===== config.mk =====
export PLATFORM = sky130hd
export DESIGN_NAME = dsm_mod_gen_flat
export DESIGN_NICKNAME = d
export VERILOG_FILES = /design/src/rtl/dsm_pkg.sv /design/src/rtl/dsm_mod_gen_if.sv /design/src/rtl/dsm_lfsr.sv /design/src/rtl/dsm_mod_gen.sv /design/src/flat_wrapper.sv
export SDC_FILE = /design/constraint.sdc
export NUM_CORES = 1
export LEC_CHECK = 0
export CELL_PAD_IN_SITES_DETAIL_PLACEMENT = 1
export CELL_PAD_IN_SITES_GLOBAL_PLACEMENT = 2
export CORE_MARGIN = 5
export CORE_UTILIZATION = 30
export CTS_CLUSTER_DIAMETER = 60
export DETAILED_ROUTE_END_ITERATION = 8
export GPL_ROUTABILITY_DRIVEN = 1
export PLACE_DENSITY = 0.63
export SLEW_MARGIN = 40
export SYNTH_ARGS = -nofsm -noshare
export SYNTH_HDL_FRONTEND = slang
export SYNTH_HIERARCHICAL = 1
export SYNTH_SLANG_ARGS = --single-unit

===== constraint.sdc =====
create_clock -name clock -period 6.7 [get_ports clock]
set_input_delay 1.005 -clock clock [delete_from_list [all_inputs] [get_ports clock]]
set_output_delay 1.005 -clock clock [all_outputs]
set_load 0.05 [all_outputs]

===== src/rtl/dsm_pkg.sv =====
// Shared constants for the delta-sigma modulator: ternary pwm codes, dither LFSR
// polynomial/seed and default sample-path sizing.
package dsm_pkg;

  localparam int unsigned DEF_IN_W = 15;
  localparam int unsigned DEF_OSR  = 8;

  // Ternary output code; 2'b10 is never produced.
  typedef enum logic [1:0] {
    PWM_ZERO = 2'b00,
    PWM_POS  = 2'b01,
    PWM_NEG  = 2'b11
  } pwm_e;

  // Galois right-shift form of x^16 + x^14 + x^13 + x^11 + 1 (maximal length).
  localparam int unsigned    LFSR_W    = 16;
  localparam logic [LFSR_W-1:0] LFSR_TAPS = 16'hB400;
  localparam logic [LFSR_W-1:0] LFSR_SEED = 16'hACE1;

endpackage


===== src/rtl/dsm_mod_gen_if.sv =====
// Sample-input handshake: the producer (master) offers vin with in_valid,
// the modulator (slave) returns a registered in_ready.
interface dsm_mod_gen_if
  import dsm_pkg::*;
#(
  parameter int unsigned IN_W = DEF_IN_W
) ();

  logic                   in_valid;
  logic                   in_ready;
  logic signed [IN_W-1:0] vin;

  modport master (output in_valid, output vin, input in_ready);
  modport slave  (input in_valid, input vin, output in_ready);

endinterface


===== src/rtl/dsm_lfsr.sv =====
// 16-bit maximal-length Galois LFSR used as quantiser dither; steps only when enabled.
module dsm_lfsr
  import dsm_pkg::*;
(
  input  logic              clock,
  input  logic              reset,
  input  logic              i_en,
  output logic [LFSR_W-1:0] o_state
);

  logic [LFSR_W-1:0] r_state;

  always_ff @(posedge clock or negedge reset) begin
    if (!reset) begin
      r_state <= LFSR_SEED;
    end else if (i_en) begin
      r_state <= r_state[0] ? ((r_state >> 1) ^ LFSR_TAPS) : (r_state >> 1);
    end
  end

  assign o_state = r_state;

endmodule


===== src/rtl/dsm_mod_gen.sv =====
// First/second-order ternary delta-sigma modulator with a 1-deep sample buffer,
// zero-order hold on starvation and clamping integrators. Optional dither: DSM_DITHER_EN.
module dsm_mod_gen
  import dsm_pkg::*;
#(
  parameter int unsigned IN_W  = DEF_IN_W,
  parameter int unsigned OSR   = DEF_OSR,
  parameter int unsigned ORDER = 1,
  parameter int unsigned ACC_W = IN_W + 4
) (
  input  logic          clock,
  input  logic          reset,
  input  logic          en,
  input  logic          clr_flags,
  dsm_mod_gen_if.slave  s_in,
  output logic [1:0]    pwm,
  output logic          sat,
  output logic          underrun
);

  // Headroom so v, v+dither and i+cur-y*FS never wrap before clamping.
  localparam int unsigned EXT_W = ACC_W + 3;
  localparam int unsigned PH_W  = (OSR > 1) ? $clog2(OSR) : 1;

  localparam logic [PH_W-1:0]         PH_MAX    = PH_W'(OSR - 1);
  localparam logic signed [EXT_W-1:0] FS_X      = EXT_W'(1) << (IN_W - 1);
  localparam logic signed [EXT_W-1:0] NFS_X     = -FS_X;
  localparam logic signed [EXT_W-1:0] T_X       = FS_X >>> 1;
  localparam logic signed [EXT_W-1:0] NT_X      = -T_X;
  localparam logic signed [EXT_W-1:0] BOUND_X   = (EXT_W'(1) << (ACC_W - 1)) - EXT_W'(1);
  localparam logic signed [EXT_W-1:0] NBOUND_X  = -BOUND_X;

  function automatic logic f_ovf(input logic signed [EXT_W-1:0] x);
    return (x > BOUND_X) || (x < NBOUND_X);
  endfunction

  function automatic logic signed [ACC_W-1:0] f_clamp(input logic signed [EXT_W-1:0] x);
    logic signed [EXT_W-1:0] c;
    c = (x > BOUND_X) ? BOUND_X : ((x < NBOUND_X) ? NBOUND_X : x);
    return ACC_W'(c);
  endfunction

  logic [PH_W-1:0]         r_phase;
  logic                    r_buf_full;
  logic signed [IN_W-1:0]  r_buf;
  logic signed [IN_W-1:0]  r_cur;
  logic signed [ACC_W-1:0] r_i1;
  logic signed [ACC_W-1:0] r_i2;
  pwm_e                    r_pwm;
  logic                    r_in_ready;
  logic                    r_sat;
  logic                    r_underrun;

  logic                    w_accept;
  logic                    w_load;
  logic                    w_buf_full_nxt;
  logic                    w_underrun_set;
  logic                    w_sat_set;
  logic signed [EXT_W-1:0] w_cur_x;
  logic signed [EXT_W-1:0] w_i1_x;
  logic signed [EXT_W-1:0] w_i2_x;
  logic signed [EXT_W-1:0] w_dith_x;
  logic signed [EXT_W-1:0] w_v;
  logic signed [EXT_W-1:0] w_vq;
  logic signed [EXT_W-1:0] w_yfs;
  logic signed [EXT_W-1:0] w_n1;
  logic signed [EXT_W-1:0] w_n2;
  pwm_e                    w_y;

`ifdef DSM_DITHER_EN
  logic [LFSR_W-1:0] w_lfsr;

  dsm_lfsr u_lfsr (
    .clock   (clock),
    .reset   (reset),
    .i_en    (en),
    .o_state (w_lfsr)
  );

  assign w_dith_x = EXT_W'($signed(w_lfsr[LFSR_W-1 -: 4]));
`else
  assign w_dith_x = '0;
`endif

  assign w_cur_x = EXT_W'(r_cur);
  assign w_i1_x  = EXT_W'(r_i1);
  assign w_i2_x  = EXT_W'(r_i2);

  // Handshake, load scheduling, quantiser and integrator next-values.
  always_comb begin
    w_accept       = 1'b0;
    w_load         = 1'b0;
    w_buf_full_nxt = r_buf_full;
    w_underrun_set = 1'b0;
    w_sat_set      = 1'b0;
    w_v            = '0;
    w_vq           = '0;
    w_yfs          = '0;
    w_n1           = '0;
    w_n2           = '0;
    w_y            = PWM_ZERO;

    w_accept       = s_in.in_valid & r_in_ready;
    w_load         = en & (r_phase == PH_MAX);
    w_buf_full_nxt = w_load ? 1'b0 : (r_buf_full | w_accept);
    w_underrun_set = w_load & ~r_buf_full & ~w_accept;

    w_v  = ((ORDER == 2) ? w_i2_x : w_i1_x) + w_cur_x;
    w_vq = w_v + w_dith_x;
    if (w_vq >= T_X) begin
      w_y = PWM_POS;
    end else if (w_vq < NT_X) begin
      w_y = PWM_NEG;
    end

    if (w_y == PWM_POS) begin
      w_yfs = FS_X;
    end else if (w_y == PWM_NEG) begin
      w_yfs = NFS_X;
    end

    // Dither only steers the decision; feedback uses the undithered v.
    w_n1 = (ORDER == 2) ? (w_i1_x + w_cur_x - w_yfs) : (w_v - w_yfs);
    w_n2 = w_i2_x + w_i1_x - w_yfs;
    w_sat_set = en & (f_ovf(w_n1) | ((ORDER == 2) & f_ovf(w_n2)));
  end

  always_ff @(posedge clock or negedge reset) begin
    if (!reset) begin
      r_phase    <= '0;
      r_buf_full <= 1'b0;
      r_buf      <= '0;
      r_cur      <= '0;
      r_i1       <= '0;
      r_i2       <= '0;
      r_pwm      <= PWM_ZERO;
      r_in_ready <= 1'b0;
      r_sat      <= 1'b0;
      r_underrun <= 1'b0;
    end else begin
      r_in_ready <= ~w_buf_full_nxt;
      r_buf_full <= w_buf_full_nxt;

      // Load takes the buffer, else bypasses a same-cycle accept, else holds cur.
      if (w_load) begin
        if (r_buf_full) begin
          r_cur <= r_buf;
        end else if (w_accept) begin
          r_cur <= s_in.vin;
        end
      end else if (w_accept) begin
        r_buf <= s_in.vin;
      end

      if (en) begin
        r_phase <= w_load ? '0 : (r_phase + PH_W'(1));
        r_i1    <= f_clamp(w_n1);
        if (ORDER == 2) begin
          r_i2 <= f_clamp(w_n2);
        end
        r_pwm   <= w_y;
      end else begin
        r_pwm   <= PWM_ZERO;
      end

      r_sat      <= w_sat_set | (r_sat & ~clr_flags);
      r_underrun <= w_underrun_set | (r_underrun & ~clr_flags);
    end
  end

  assign s_in.in_ready = r_in_ready;
  assign pwm           = r_pwm;
  assign sat           = r_sat;
  assign underrun      = r_underrun;

endmodule


===== src/flat_wrapper.sv =====
// flat-port wrapper written by rule: the top's interface ports become plain ports
module dsm_mod_gen_flat import dsm_pkg::*;
#(
  parameter int unsigned IN_W  = DEF_IN_W,
  parameter int unsigned OSR   = DEF_OSR,
  parameter int unsigned ORDER = 1,
  parameter int unsigned ACC_W = IN_W + 4
)
  (clock, reset, en, clr_flags, pwm, sat, underrun, s_in_in_valid, s_in_vin, s_in_in_ready);
  dsm_mod_gen_if #(.IN_W(IN_W)) s_in_i ();
  input  logic clock;
  input  logic reset;
  input  logic en;
  input  logic clr_flags;
  output logic [1:0] pwm;
  output logic sat;
  output logic underrun;
  input wire logic [$bits(s_in_i.in_valid)-1:0] s_in_in_valid;
  input wire logic [$bits(s_in_i.vin)-1:0] s_in_vin;
  output wire logic [$bits(s_in_i.in_ready)-1:0] s_in_in_ready;
  assign s_in_i.in_valid = s_in_in_valid;
  assign s_in_i.vin = s_in_vin;
  assign s_in_in_ready = s_in_i.in_ready;
  dsm_mod_gen #(.IN_W(IN_W), .OSR(OSR), .ORDER(ORDER), .ACC_W(ACC_W)) u_core (.clock(clock), .reset(reset), .en(en), .clr_flags(clr_flags), .s_in(s_in_i), .pwm(pwm), .sat(sat), .underrun(underrun));
endmodule

### Yosys cells after proc, flatten, opt, wreduce, memory -nomap -nowiden

Index checks and enable logic that the tools add are counted.
Widths: inputs -> output; s select.

| cells by class | value |
|---|---|
| add/sub/neg operators | 3 |
| magnitude comparators | 4 |
| eq/ne operators | 3 |
| muxes and demuxes | 11 |
| bitwise gates (word level) | 15 |
| reductions and logical operators | 4 |

Operators with widths:

| cell | count |
|---|---|
| $mux 22 | 2 |
| $mux 19 | 2 |
| $mux 15 | 2 |
| $gt 22x19->1 const B | 1 |
| $lt 22x19->1 const B | 1 |
| $sub 20x22->22 | 1 |
| $add 19x15->20 | 1 |
| $ge 20x15->1 const B | 1 |
| $lt 20x14->1 const B | 1 |
| $and 1x1->1 | 7 |
| $mux 2 | 3 |
| $not 1->1 | 5 |
| $reduce_and 2->1 | 2 |
| $add 3x1->3 const B | 1 |
| $eq 3x3->1 const B | 1 |
| $mux 3 | 1 |
| $or 1x1->1 | 3 |
| $eq 2x1->1 const B | 1 |
| $eq 2x2->1 const B | 1 |
| $reduce_bool 2->1 | 1 |
| $logic_or 1x1->1 | 1 |
| $mux 1 | 1 |

| storage, ports and cells | value |
|---|---|
| bits in registers | 58 |
| input bits | 20 |
| output and inout bits | 5 |
| word-level logic and storage cells | 49 |

### Longest topological paths before layout

Gate-level depths: netlist of run 1.

| depth | value |
|---|---|
| depth in word-level cells | 12 |
| gate-level depth with buffers | 24 |

### Worst setup path before layout of run 1

No wires, ideal clock.

| timing | value |
|---|---|
| path type | reg-to-reg |
| start | reg u_core.r_cur[0] |
| end | reg u_core.r_i1[10] |
| library setup time | 0.142 ns |
| data arrival time | 4.613 ns |
| required time | 6.558 ns |
| setup slack | 1.945 ns |
| stages on the path, launching flop included | 24 |
| path through | dfrtp_1 > ha_1 > inv_1 > fa_1 > nor2b_1 > o31a_1 > o211ai_1 > and3_1 > nor3_1 > nand4_2 > o22a_1 > ha_1 > inv_1 > fa_1 > nor3_1 > nand3_1 > and4b_1 > nand4_1 > nor4b_1 > a31o_4 > nor2_4 > o211ai_2 > buf_6 > o221ai_2 |

| between the ends | value |
|---|---|
| cells in the longest elaborated chain, start to end | 11 |
| elaborated cells on any way between the ends | 14 |

Ends and longest elaborated chain:

| item | line | RTL |
|---|---|---|
| start, declared | dsm_mod_gen.sv:46 | `logic signed [IN_W-1:0] r_cur;` |
| start signal, assigned | dsm_mod_gen.sv:147 | `r_cur <= r_buf;` |
| start signal, assigned | dsm_mod_gen.sv:149 | `r_cur <= s_in.vin;` |
| $add 19x15->20 * | dsm_mod_gen.sv:108 | `w_v = ((ORDER == 2) ? w_i2_x : w_i1_x) + w_cur_x;` |
| $lt 20x14->1 | dsm_mod_gen.sv:112 | `end else if (w_vq < NT_X) begin` |
| $mux 2 | dsm_mod_gen.sv:112 |  |
| $mux 2 | dsm_mod_gen.sv:110 | `if (w_vq >= T_X) begin` |
| $eq 2x2->1 | dsm_mod_gen.sv:118 | `end else if (w_y == PWM_NEG) begin` |
| $mux 22 | dsm_mod_gen.sv:118 |  |
| $mux 22 | dsm_mod_gen.sv:116 | `if (w_y == PWM_POS) begin` |
| $sub 20x22->22 * | n/a |  |
| $lt 22x19->1 | dsm_mod_gen.sv:39 | `c = (x > BOUND_X) ? BOUND_X : ((x < NBOUND_X) ? NBOUND_X : x);` |
| $mux 19 | dsm_mod_gen.sv:39 |  |
| $mux 19 * | dsm_mod_gen.sv:39 |  |
| end signal, assigned | dsm_mod_gen.sv:157 | `r_i1 <= f_clamp(w_n1);` |
| end, declared | dsm_mod_gen.sv:47 | `logic signed [ACC_W-1:0] r_i1;` |

Every way passes the cells marked *; elsewhere a longest branch is shown, timed or not.
A chain may end at the register's enable or synchronous reset.

### Worst setup path after layout of run 1

| timing | value |
|---|---|
| start | reg u_core.r_cur[6] |
| end | reg u_core.r_i1[5] |

Same word-level chain as after synthesis.

==> results.ini, run 1 <==
[status]
status = finished clean

[final_layout]
areaGrowthSynthToFinish_pct = 17.0
antennaDiodeCount = 0
nets = 489
instances_no_fill = 622
drive_gt1_share_pct = 15.2

[synth]
netlist_instances = 420
synth_compound_area_share_pct = 22.2
synth-simple-area-share_pct = 15.3
synth_nets = 468
synth_top_family_by_area = compound AO/OA/AOI/OAI gates
synthDistinctLibCells = 68
synthMuxAreaShare_pct = 8.42
yosysTopAreaCellShare_pct = 35.8
synthTopCellsByArea = dfrtp_1, ha_1, a21oi_1
synth_xor_area_share_pct = 3.42
synth.cell_area_um2 = 4060
synthArstFlopShare_pct = 100
ys.flop_type = dfrtp_1
synth_edf_count = 0
avgSynthCellArea_um2 = 9.66
synth_largest_area_cell = dfrtp_1
synth_fa_ha_area_share_pct = 9.01
synth-seq-cells = 58
yosys_warnings = 6
synth_most_common_cell = dfrtp_1
seq_area_frac_synth_pct = 35.8
synth.top_cells.by_count = dfrtp_1, a21oi_1, nor2_1, inv_1, ha_1

[sta]
maxSlewViolCount = 0
slew_headroom_pct = 51.7
whs_ns = 0.493
setup_viol = 0
skew_ns = 0.00894
rsz0062_at_grt = no
tns_ns = 0
period_share_pct = 82.7
max_slew.worst_pin.slew_ns = 0.722
period_needed_ns = 5.54
finalHoldViolations = 0
fmax_ghz = 0.181
worst_slack_ns = 1.16

[global_routing]
met2_usage_pct = 23.5
grt_overflow = 0
grtUsageTotal_pct = 14.4
grt_pass1_vias = 3537
busiest_layer = met2
grt_use_met3_pct = 2.12
use_met1_pct = 19.8
grt_max_degree = 59
grt_pass1_wl_um = 18600
antenna_found_initial = 0

[floorplanning]
core_um2 = 13200
die_height_um = 126
die_w_um = 126
die_area_um2 = 15900
rows = 42
start_util_pct = 30.6
io_pins = 25

[placed_design]
gp_congestion = 0.792
pre_cts_ws_ns = 1.13
port_buffers = 24
place_inst = 606
dp_hpwl_um = 8260

[clock_network]
root_buffer = clkbuf_16
clkSlewWorstSetupHoldPaths_ns = 0.06
cts_setup_buffers = 0
cts_tree = yes
cts_made_buffers = 9
h-tree-depth = 3
cts.sinks = 58
clock_path_buffers = 2
cts_resized = 0
clk-insertion-delay-late_ns = 0.32
hold_buffers = 0

[routing]
drcViolationCount = 0
ant_nets = 0
drt-initial-drc-count = 159
num_vias = 3205
firstDrtPassIters = 4
routed_via_density = 5.15
wl_per_cell_um = 17.3
routed_wl_um = 10700

[critical_path]
cp_max_fo = 15
crit_slowest_cell = nor2_1
crit_type = flip-flop to flip-flop
slowest_delay_ns = 0.44
end_kind = flip-flop
critPathTopFamily = compound AO/OA/AOI/OAI gates
cp_cell_sequence = ha_1, a21oi_1, o211ai_1, a21oi_1, a31oi_1, nor2_1, nor3_1, nand3_1, o22a_1, ha_1, inv_1, fa_1, xnor2_1, nand3_1, and4b_1, nand4_1, nor4b_1, a31o_4, nor2_4, o211ai_2, buf_4, o221ai_1
critPathRequiredTime_ns = 6.88
worstPathArrival_ns = 5.71
critPathLaunchType = flip-flop
path_buf_inv = 2

[worst_hold_path]
hp-class = flip-flop to flip-flop

[run]
max-cap-violations = 0

## layout make-up
type	count	area, µm²
Clock buffer	10	239
Clock inverter	6	65.1
Fill cell	1546	8500
Inverter	33	124
Multi-Input combinational cell	311	2370
Sequential cell	58	1450
Tap cell	176	220
Timing Repair Buffer	28	273
## cells by family (layout without fill, tap and decap cells)
kind of cell / count (synthesis) / count (layout)
adder cells (fa/ha/maj): 28 / 28
AND/OR/NAND/NOR: 117 / 117
buffers and inverters: 51 / 77
flip-flops: 58 / 58
XOR/XNOR: 15 / 15
AO/OA/AOI/OAI: 119 / 119
multiplexers: 32 / 32
## worst paths after layout
| path | startpoint | end | slack [ns] | cells after the start |
|---|---|---|---|---|
| worst max-delay path | u_core/r_cur[6]$_DFFE_PN0P_ | u_core/r_i1[5]$_DFFE_PN0P_ | 1.16 | 22 |
| worst min-delay path | u_core/underrun$_DFF_PN0_ | u_core/underrun$_DFF_PN0_ | 0.49 | 1 |
| worst max register to register | u_core/r_cur[6]$_DFFE_PN0P_ | u_core/r_i1[5]$_DFFE_PN0P_ | 1.16 | 22 |
| worst min register to register | u_core/underrun$_DFF_PN0_ | u_core/underrun$_DFF_PN0_ | 0.49 | 1 |
| max in group asynchronous | reset | u_core/r_buf[3]$_DFFE_PN0P_ | 5.55 | 2 |
| min in group asynchronous | reset | u_core/r_buf[11]$_DFFE_PN0P_ | 0.74 | 2 |
## through the flow
stage	cell area [µm²]	utilization [%]
finish	4750	35.8
global route	4750	35.8
CTS	4740	35.8
detailed placement	4440	33.5
global placement	4420	33.4
floorplan	4060	-
## registers in the layout, indices dropped and copies added (netlist names)
signal,count
u_core/pwm,2
u_core/underrun,1
u_core/r_buf,15
u_core/r_cur,15
u_core/s_in.in_ready,1
u_core/r_i1,19
u_core/r_phase,3
u_core/r_buf_full,1
u_core/sat,1
## metal layers
metal	up-vias	part of all wire, %
met1	1568	49
met4	0	1.6
li1	1582	-
met3	12	2.3
met2	43	47
met5	-	0
## cells in the final DEF (no fill, tap or decap), types with 3 or more instances in the layout
cell type        synthesis  layout
o21bai_1                 4       4
o211ai_1                 6       6
o221ai_1                 6       6
a31oi_1                  4       4
o22ai_1                  3       3
a21oi_1                 39      39
o22a_1                   3       3
o21a_1                   7       7
xor2_1                   5       5
o21ai_0                 10      10
clkbuf_16                0       9
nor3_1                   9       9
a21o_1                   6       6
nand2_1                 25      25
nand2b_1                 4       4
nor2_1                  33      32
xnor2_1                  9       9
and3_1                  10      10
inv_1                   32      32
clkdlybuf4s50_1          0      23
mux2i_1                 15      15
o221ai_2                10      10
ha_1                    26      26
dfrtp_1                 58      58
nand3_1                 14      14
mux2_2                  17      17
## worst reg2reg max path: cells and delay by family, from the launching register on
kind | cells | cell delay, ns
XOR/XNOR | 1 | 0.34
AO/OA/AOI/OAI | 8 | 1.81
buffers and inverters | 2 | 0.34
AND/OR/NAND/NOR | 8 | 1.57
adder cells (fa/ha/maj) | 3 | 0.93
flip-flops | 1 | 0.40
Power of run 1 is not shown: default switching activity piles up to over one toggle a cycle in this logic, so the estimate is an artifact.
==> inputs of run 2 (changes only) <==
clock period = 5.5 ns   (was 6.7 ns; I/O delays follow)
==> run 2 against run 1 <==
Compared with the run above: core utilization grew 0.43 points; final cell count grew 0.96%; die area is the same; via count grew 1.6%; sequential share of layout area shrank 0.34 points; cell area grew 1.2%; critical path depth grew 1; wire length grew 1.6%; clock skew shrank 0.0048 ns.
==> results.ini, run 2 (same netlist as run 1, synthesis figures left out) <==
[status]
status = finished clean

[sta]
maxSlewViolCount = 0  ; unchanged
period_share_pct = 94.3  ; +12 points
fmax_ghz = 0.193  ; +6.7%
finalHoldViolations = 0  ; unchanged
worst_slack_ns = 0.311  ; -0.851 ns
tns_ns = 0  ; unchanged
skew_ns = 0.00410  ; -0.00484 ns
slew_headroom_pct = 53.1  ; +1.4 points
period_needed_ns = 5.19  ; -0.349 ns
max_slew.worst_pin.slew_ns = 0.703  ; -0.0189 ns
setup_viol = 0  ; unchanged

[global_routing]
grtUsageTotal_pct = 14.3  ; -0.15 points
antenna_found_initial = 0  ; unchanged
grt_use_met3_pct = 2.41  ; +0.30 points
busiest_layer = met2
grt_pass1_vias = 3431  ; -3.0%
grt_max_degree = 59  ; unchanged
met2_usage_pct = 22.6  ; -0.94 points
grt_overflow = 0  ; unchanged
use_met1_pct = 19.8  ; about the same
grt_pass1_wl_um = 18200  ; -2.1%

[critical_path]
crit_type = flip-flop to flip-flop
critPathLaunchType = flip-flop
reg2reg_slack_ns = 0.31  ; -0.85 ns
worst_r2r_path_depth = 23  ; +4.5%
end_kind = flip-flop
endpoint = u_core/r_i1[4]$_DFFE_PN0P_
worstPathArrival_ns = 5.37  ; -0.34 ns
cp-startpoint = u_core/r_cur[0]$_DFFE_PN0P_
rr_startpoint = u_core/r_cur[0]$_DFFE_PN0P_
r2r-end = u_core/r_i1[4]$_DFFE_PN0P_
critPathRequiredTime_ns = 5.68  ; -1.20 ns
cp_max_fo = 15  ; unchanged

[placed_design]
dp_hpwl_um = 8140  ; -1.4%
gp_congestion = 0.833  ; +5.1%
pre_cts_ws_ns = 0.0952  ; -1.03 ns
port_buffers = 24  ; unchanged
place_inst = 608  ; +0.33%

[clock_network]
cts.sinks = 58  ; unchanged
clk-insertion-delay-late_ns = 0.32  ; about the same
root_buffer = clkbuf_16
cts_tree = yes
hold_buffers = 0  ; unchanged
clock_path_buffers = 2  ; unchanged
cts_made_buffers = 9  ; unchanged
clkSlewWorstSetupHoldPaths_ns = 0.05  ; about the same
h-tree-depth = 3  ; unchanged

[routing]
routed_wl_um = 10900  ; +1.6%
routed_via_density = 5.18  ; +0.59%
drt-initial-drc-count = 103  ; -35%
drcViolationCount = 0  ; unchanged
firstDrtPassIters = 4  ; unchanged
wl_per_cell_um = 17.4  ; +0.60%
num_vias = 3255  ; +1.6%
ant_nets = 0  ; unchanged

[final_layout]
areaGrowthSynthToFinish_pct = 18.5
instances_no_fill = 628  ; +0.96%
drive_gt1_share_pct = 17.3  ; +2.0 points
final_common_cell = dfrtp_1
mostFrequentLayoutCells = dfrtp_1, a21oi_1, inv_1, nor2_1, ha_1
largest-register = u_core/r_i1
antennaDiodeCount = 0  ; unchanged
largest_reg_flops = 19  ; unchanged
largestRegisters = u_core/r_i1 (19), u_core/r_buf (15), u_core/r_cur (15)
nets = 495  ; +1.2%
post-route-util_pct = 36.3  ; +0.43 points
n_fill_cell = 1536  ; -0.65%

[floorplanning]
io_pins = 25  ; unchanged
rows = 42  ; unchanged
core_um2 = 13200  ; unchanged
die_area_um2 = 15900  ; unchanged
start_util_pct = 30.6  ; unchanged
die_w_um = 126  ; unchanged
die_height_um = 126  ; unchanged

[run]
max-cap-violations = 0  ; unchanged

[worst_hold_path]
hp-class = flip-flop to flip-flop

-- run 2: critical path: stages (launching register included) --
cell      delay (ns)
dfrtp_1         0.37
ha_1            0.22
inv_1           0.07
fa_1            0.40
nor2b_1         0.19
o31a_1          0.32
o211ai_1        0.23
and3_1          0.26
nor3_2          0.18
nand4_2         0.12
o22a_1          0.23
ha_1            0.19
inv_1           0.09
fa_1            0.45
nor3_1          0.18
nand3_1         0.08
and4b_1         0.24
nand4_1         0.15
nor4b_4         0.29
a31o_4          0.23
nor2_4          0.05
o211ai_2        0.18
buf_12          0.20
o221ai_1        0.12
-- run 2: routing by layer --
layer,vias to the layer above,share of wire (%)
met5,-,0
met4,0,1.7
li1,1586,-
met1,1612,48
met3,12,3.5
met2,45,47
-- run 2: repair_timing --
action / in CTS / in global routing
setup endpoints to repair: 0 / 18
gates resized for setup: 0 / 6
setup buffers: 0 / 4
-- run 2: worst min path at each step --
| stage | start | endpoint | depth (start not counted) |
|---|---|---|---|
| 6_report | u_core/underrun$_DFF_PN0_ | u_core/underrun$_DFF_PN0_ | 1 |
| 5_1_grt | u_core/r_buf[1]$_DFFE_PN0P_ | u_core/r_buf[1]$_DFFE_PN0P_ | 1 |
| 4_1_cts | u_core/underrun$_DFF_PN0_ | u_core/underrun$_DFF_PN0_ | 1 |
| 3_5_place_dp | u_core/underrun$_DFF_PN0_ | u_core/underrun$_DFF_PN0_ | 1 |
| 3_3_place_gp | u_core/underrun$_DFF_PN0_ | u_core/underrun$_DFF_PN0_ | 1 |
| 2_1_floorplan | u_core/r_i1[0]$_DFFE_PN0P_ | u_core/r_i1[0]$_DFFE_PN0P_ | 1 |
-- run 2: stage by stage --
| stage | area [µm²] | hold WS, ns |
|---|---|---|
| final | 4800 | 0.493 |
| after global routing | 4800 | 0.515 |
| after CTS | 4730 | 0.492 |
| after detailed placement | 4460 | 0.476 |
| after global placement | 4460 | 0.474 |
| after floorplan | 4060 | 0.475 |
-- run 2: area by class of cell --
cell class | instances | area, µm² | share of cell area [%]
Clock buffer | 11 | 243 | 5.05
Clock inverter | 5 | 30.0 | 0.625
Inverter | 33 | 124 | 2.58
Multi-Input combinational cell | 311 | 2410 | 50.1
Sequential cell | 58 | 1450 | 30.2
Tap cell | 176 | 220 | 4.58
Timing Repair Buffer | 34 | 327 | 6.80
Power of run 2 is left out for the same reason.
==> inputs of run 3 (changes only) <==
ABC_CLOCK_PERIOD_IN_PS = 5500   (was unset)
SLEW_MARGIN = unset   (was 40)
==> run 3 against run 2 <==
Compared with the run above: core utilization about the same; register-to-register slack about the same; sequential share of layout area about the same; die area unchanged; non-clock buffer count unchanged; global-route usage unchanged; clock skew about the same; worst setup slack about the same; hold slack unchanged; largest cell class unchanged.
==> results.ini, run 3 (same netlist as run 1, synthesis figures left out) <==
[final_layout]
instances_no_fill = 628  ; unchanged
antennaDiodeCount = 0  ; unchanged
nets = 495  ; unchanged
n_fill_cell = 1536  ; unchanged
drive_gt1_share_pct = 17.0  ; -0.22 points
mostFrequentLayoutCells = dfrtp_1, a21oi_1, inv_1, nor2_1, ha_1
multi_input_area_um2 = 2410  ; unchanged
largestRegisters = u_core/r_i1 (19), u_core/r_buf (15), u_core/r_cur (15)
ff_latch_area_um2 = 1450  ; about the same
final_common_cell = dfrtp_1
post-route-util_pct = 36.2  ; -0.038 points
largest-register = u_core/r_i1
areaGrowthSynthToFinish_pct = 18.3
finalInstanceArea_um2 = 4800  ; -0.10%
largest_reg_flops = 19  ; unchanged

[critical_path]
cp_max_fo = 15  ; unchanged
path_buf_inv = 3  ; unchanged
crit_type = flip-flop to flip-flop
worstPathArrival_ns = 5.37  ; about the same
end_kind = flip-flop
critPathLaunchType = flip-flop
critPathRequiredTime_ns = 5.68  ; about the same
crit_slowest_cell = fa_1
slowest_delay_ns = 0.45  ; about the same
cp_cell_sequence = ha_1, inv_1, fa_1, nor2b_1, o31a_1, o211ai_1, and3_1, nor3_2, nand4_2, o22a_1, ha_1, inv_1, fa_1, nor3_1, nand3_1, and4b_1, nand4_1, nor4b_4, a31o_4, nor2_4, o211ai_2, buf_12, o221ai_1
critPathTopFamily = simple AND/OR/NAND/NOR gates

[routing]
drt-initial-drc-count = 103  ; unchanged
routed_wl_um = 10900  ; about the same
num_vias = 3256  ; +0.031%
wl_per_cell_um = 17.4  ; about the same
routed_via_density = 5.18  ; about the same
firstDrtPassIters = 4  ; unchanged
ant_nets = 0  ; unchanged
drcViolationCount = 0  ; unchanged

[clock_network]
cts.sinks = 58  ; unchanged
clock_path_buffers = 2  ; unchanged
clk-insertion-delay-late_ns = 0.32  ; about the same
h-tree-depth = 3  ; unchanged
cts_made_buffers = 9  ; unchanged
clkSlewWorstSetupHoldPaths_ns = 0.05  ; about the same
cts_tree = yes
hold_buffers = 0  ; unchanged
root_buffer = clkbuf_16

[sta]
setup_viol = 0  ; unchanged
period_share_pct = 94.3  ; about the same
period_needed_ns = 5.19  ; +0.00000100 ns
finalHoldViolations = 0  ; unchanged
tns_ns = 0  ; unchanged
maxSlewViolCount = 0  ; unchanged
skew_ns = 0.00412  ; +0.0000243 ns
fmax_ghz = 0.193  ; unchanged
slew_headroom_pct = 41.8  ; -11 points
max_slew.worst_pin.slew_ns = 0.873  ; +0.170 ns

[floorplanning]
start_util_pct = 30.6  ; unchanged
core_um2 = 13200  ; unchanged
io_pins = 25  ; unchanged
die_height_um = 126  ; unchanged
die_w_um = 126  ; unchanged
rows = 42  ; unchanged
die_area_um2 = 15900  ; unchanged

[placed_design]
dp_hpwl_um = 8140  ; unchanged
place_inst = 608  ; unchanged
port_buffers = 24  ; unchanged
gp_congestion = 0.833  ; unchanged
placedInstanceArea_um2 = 4460  ; unchanged

[run]
max-cap-violations = 0  ; unchanged

[global_routing]
grtUsageTotal_pct = 14.3  ; unchanged
grt_pass1_wl_um = 18200  ; unchanged
grt_max_degree = 59  ; unchanged
antenna_found_initial = 0  ; unchanged
grt_pass1_vias = 3431  ; unchanged
grt_overflow = 0  ; unchanged

[worst_hold_path]
hp-class = flip-flop to flip-flop

[status]
status = finished clean

-- run 3: changes by cell type in the layout (fill, tap and decap cells not counted) --
cell     delta
buf_4       +1
buf_6       -1
dfrtp_1     +1
dfrtp_2     -1
-- run 3: final timing paths --
path / slack (ns) / cells after the start / to / from
worst max register to register: 0.31 / 23 / u_core/r_i1[4]$_DFFE_PN0P_ / u_core/r_cur[0]$_DFFE_PN0P_
worst min register to register: 0.49 / 1 / u_core/underrun$_DFF_PN0_ / u_core/underrun$_DFF_PN0_
worst min-delay path: 0.49 / 1 / u_core/underrun$_DFF_PN0_ / u_core/underrun$_DFF_PN0_
max in group asynchronous: 4.33 / 2 / u_core/pwm[1]$_DFF_PN0_ / reset
min in group asynchronous: 0.65 / 2 / u_core/r_buf[12]$_DFFE_PN0P_ / reset
worst max-delay path: 0.31 / 23 / u_core/r_i1[4]$_DFFE_PN0P_ / u_core/r_cur[0]$_DFFE_PN0P_
-- run 3: routing by layer --
layer	wire (µm)	GRT usage (%)	vias to the layer above
li1	-	-	1586
met1	5220	19.8	1613
met3	380	2.41	12
met5	0	0	-
met2	5110	22.6	45
met4	190	4.67	0
-- run 3: through the flow --
stage	hold slack [ns]	setup slack [ns]
floorplan	0.475	0.745
global placement	0.474	0.288
detailed placement	0.476	0.0952
CTS	0.492	0.0421
global route	0.515	-0.00372
finish	0.493	0.311
-- run 3: area by class of cell --
cell class / instances / area share, %
clock buffer: 11 / 5.06
tap: 176 / 4.59
multi-input combinational: 311 / 50.2
clock inverter: 5 / 0.626
sequential: 58 / 30.2
inverter: 33 / 2.58
timing repair buffer: 34 / 6.73
-- run 3: worst register-to-register path: cells and delay by family, from the launching register on --
| kind | cells | cell delay [ns] |
|---|---|---|
| simple gates | 10 | 1.74 |
| compound gates | 6 | 1.31 |
| flops | 1 | 0.37 |
| fa+ha+maj | 4 | 1.26 |
| buf+inv | 3 | 0.36 |
-- run 3: repair_timing --
item,CTS,global route
setup buffers,0,4
gates resized for setup,0,6
setup endpoints to repair,0,18
Power of run 3 is left out for the same reason.
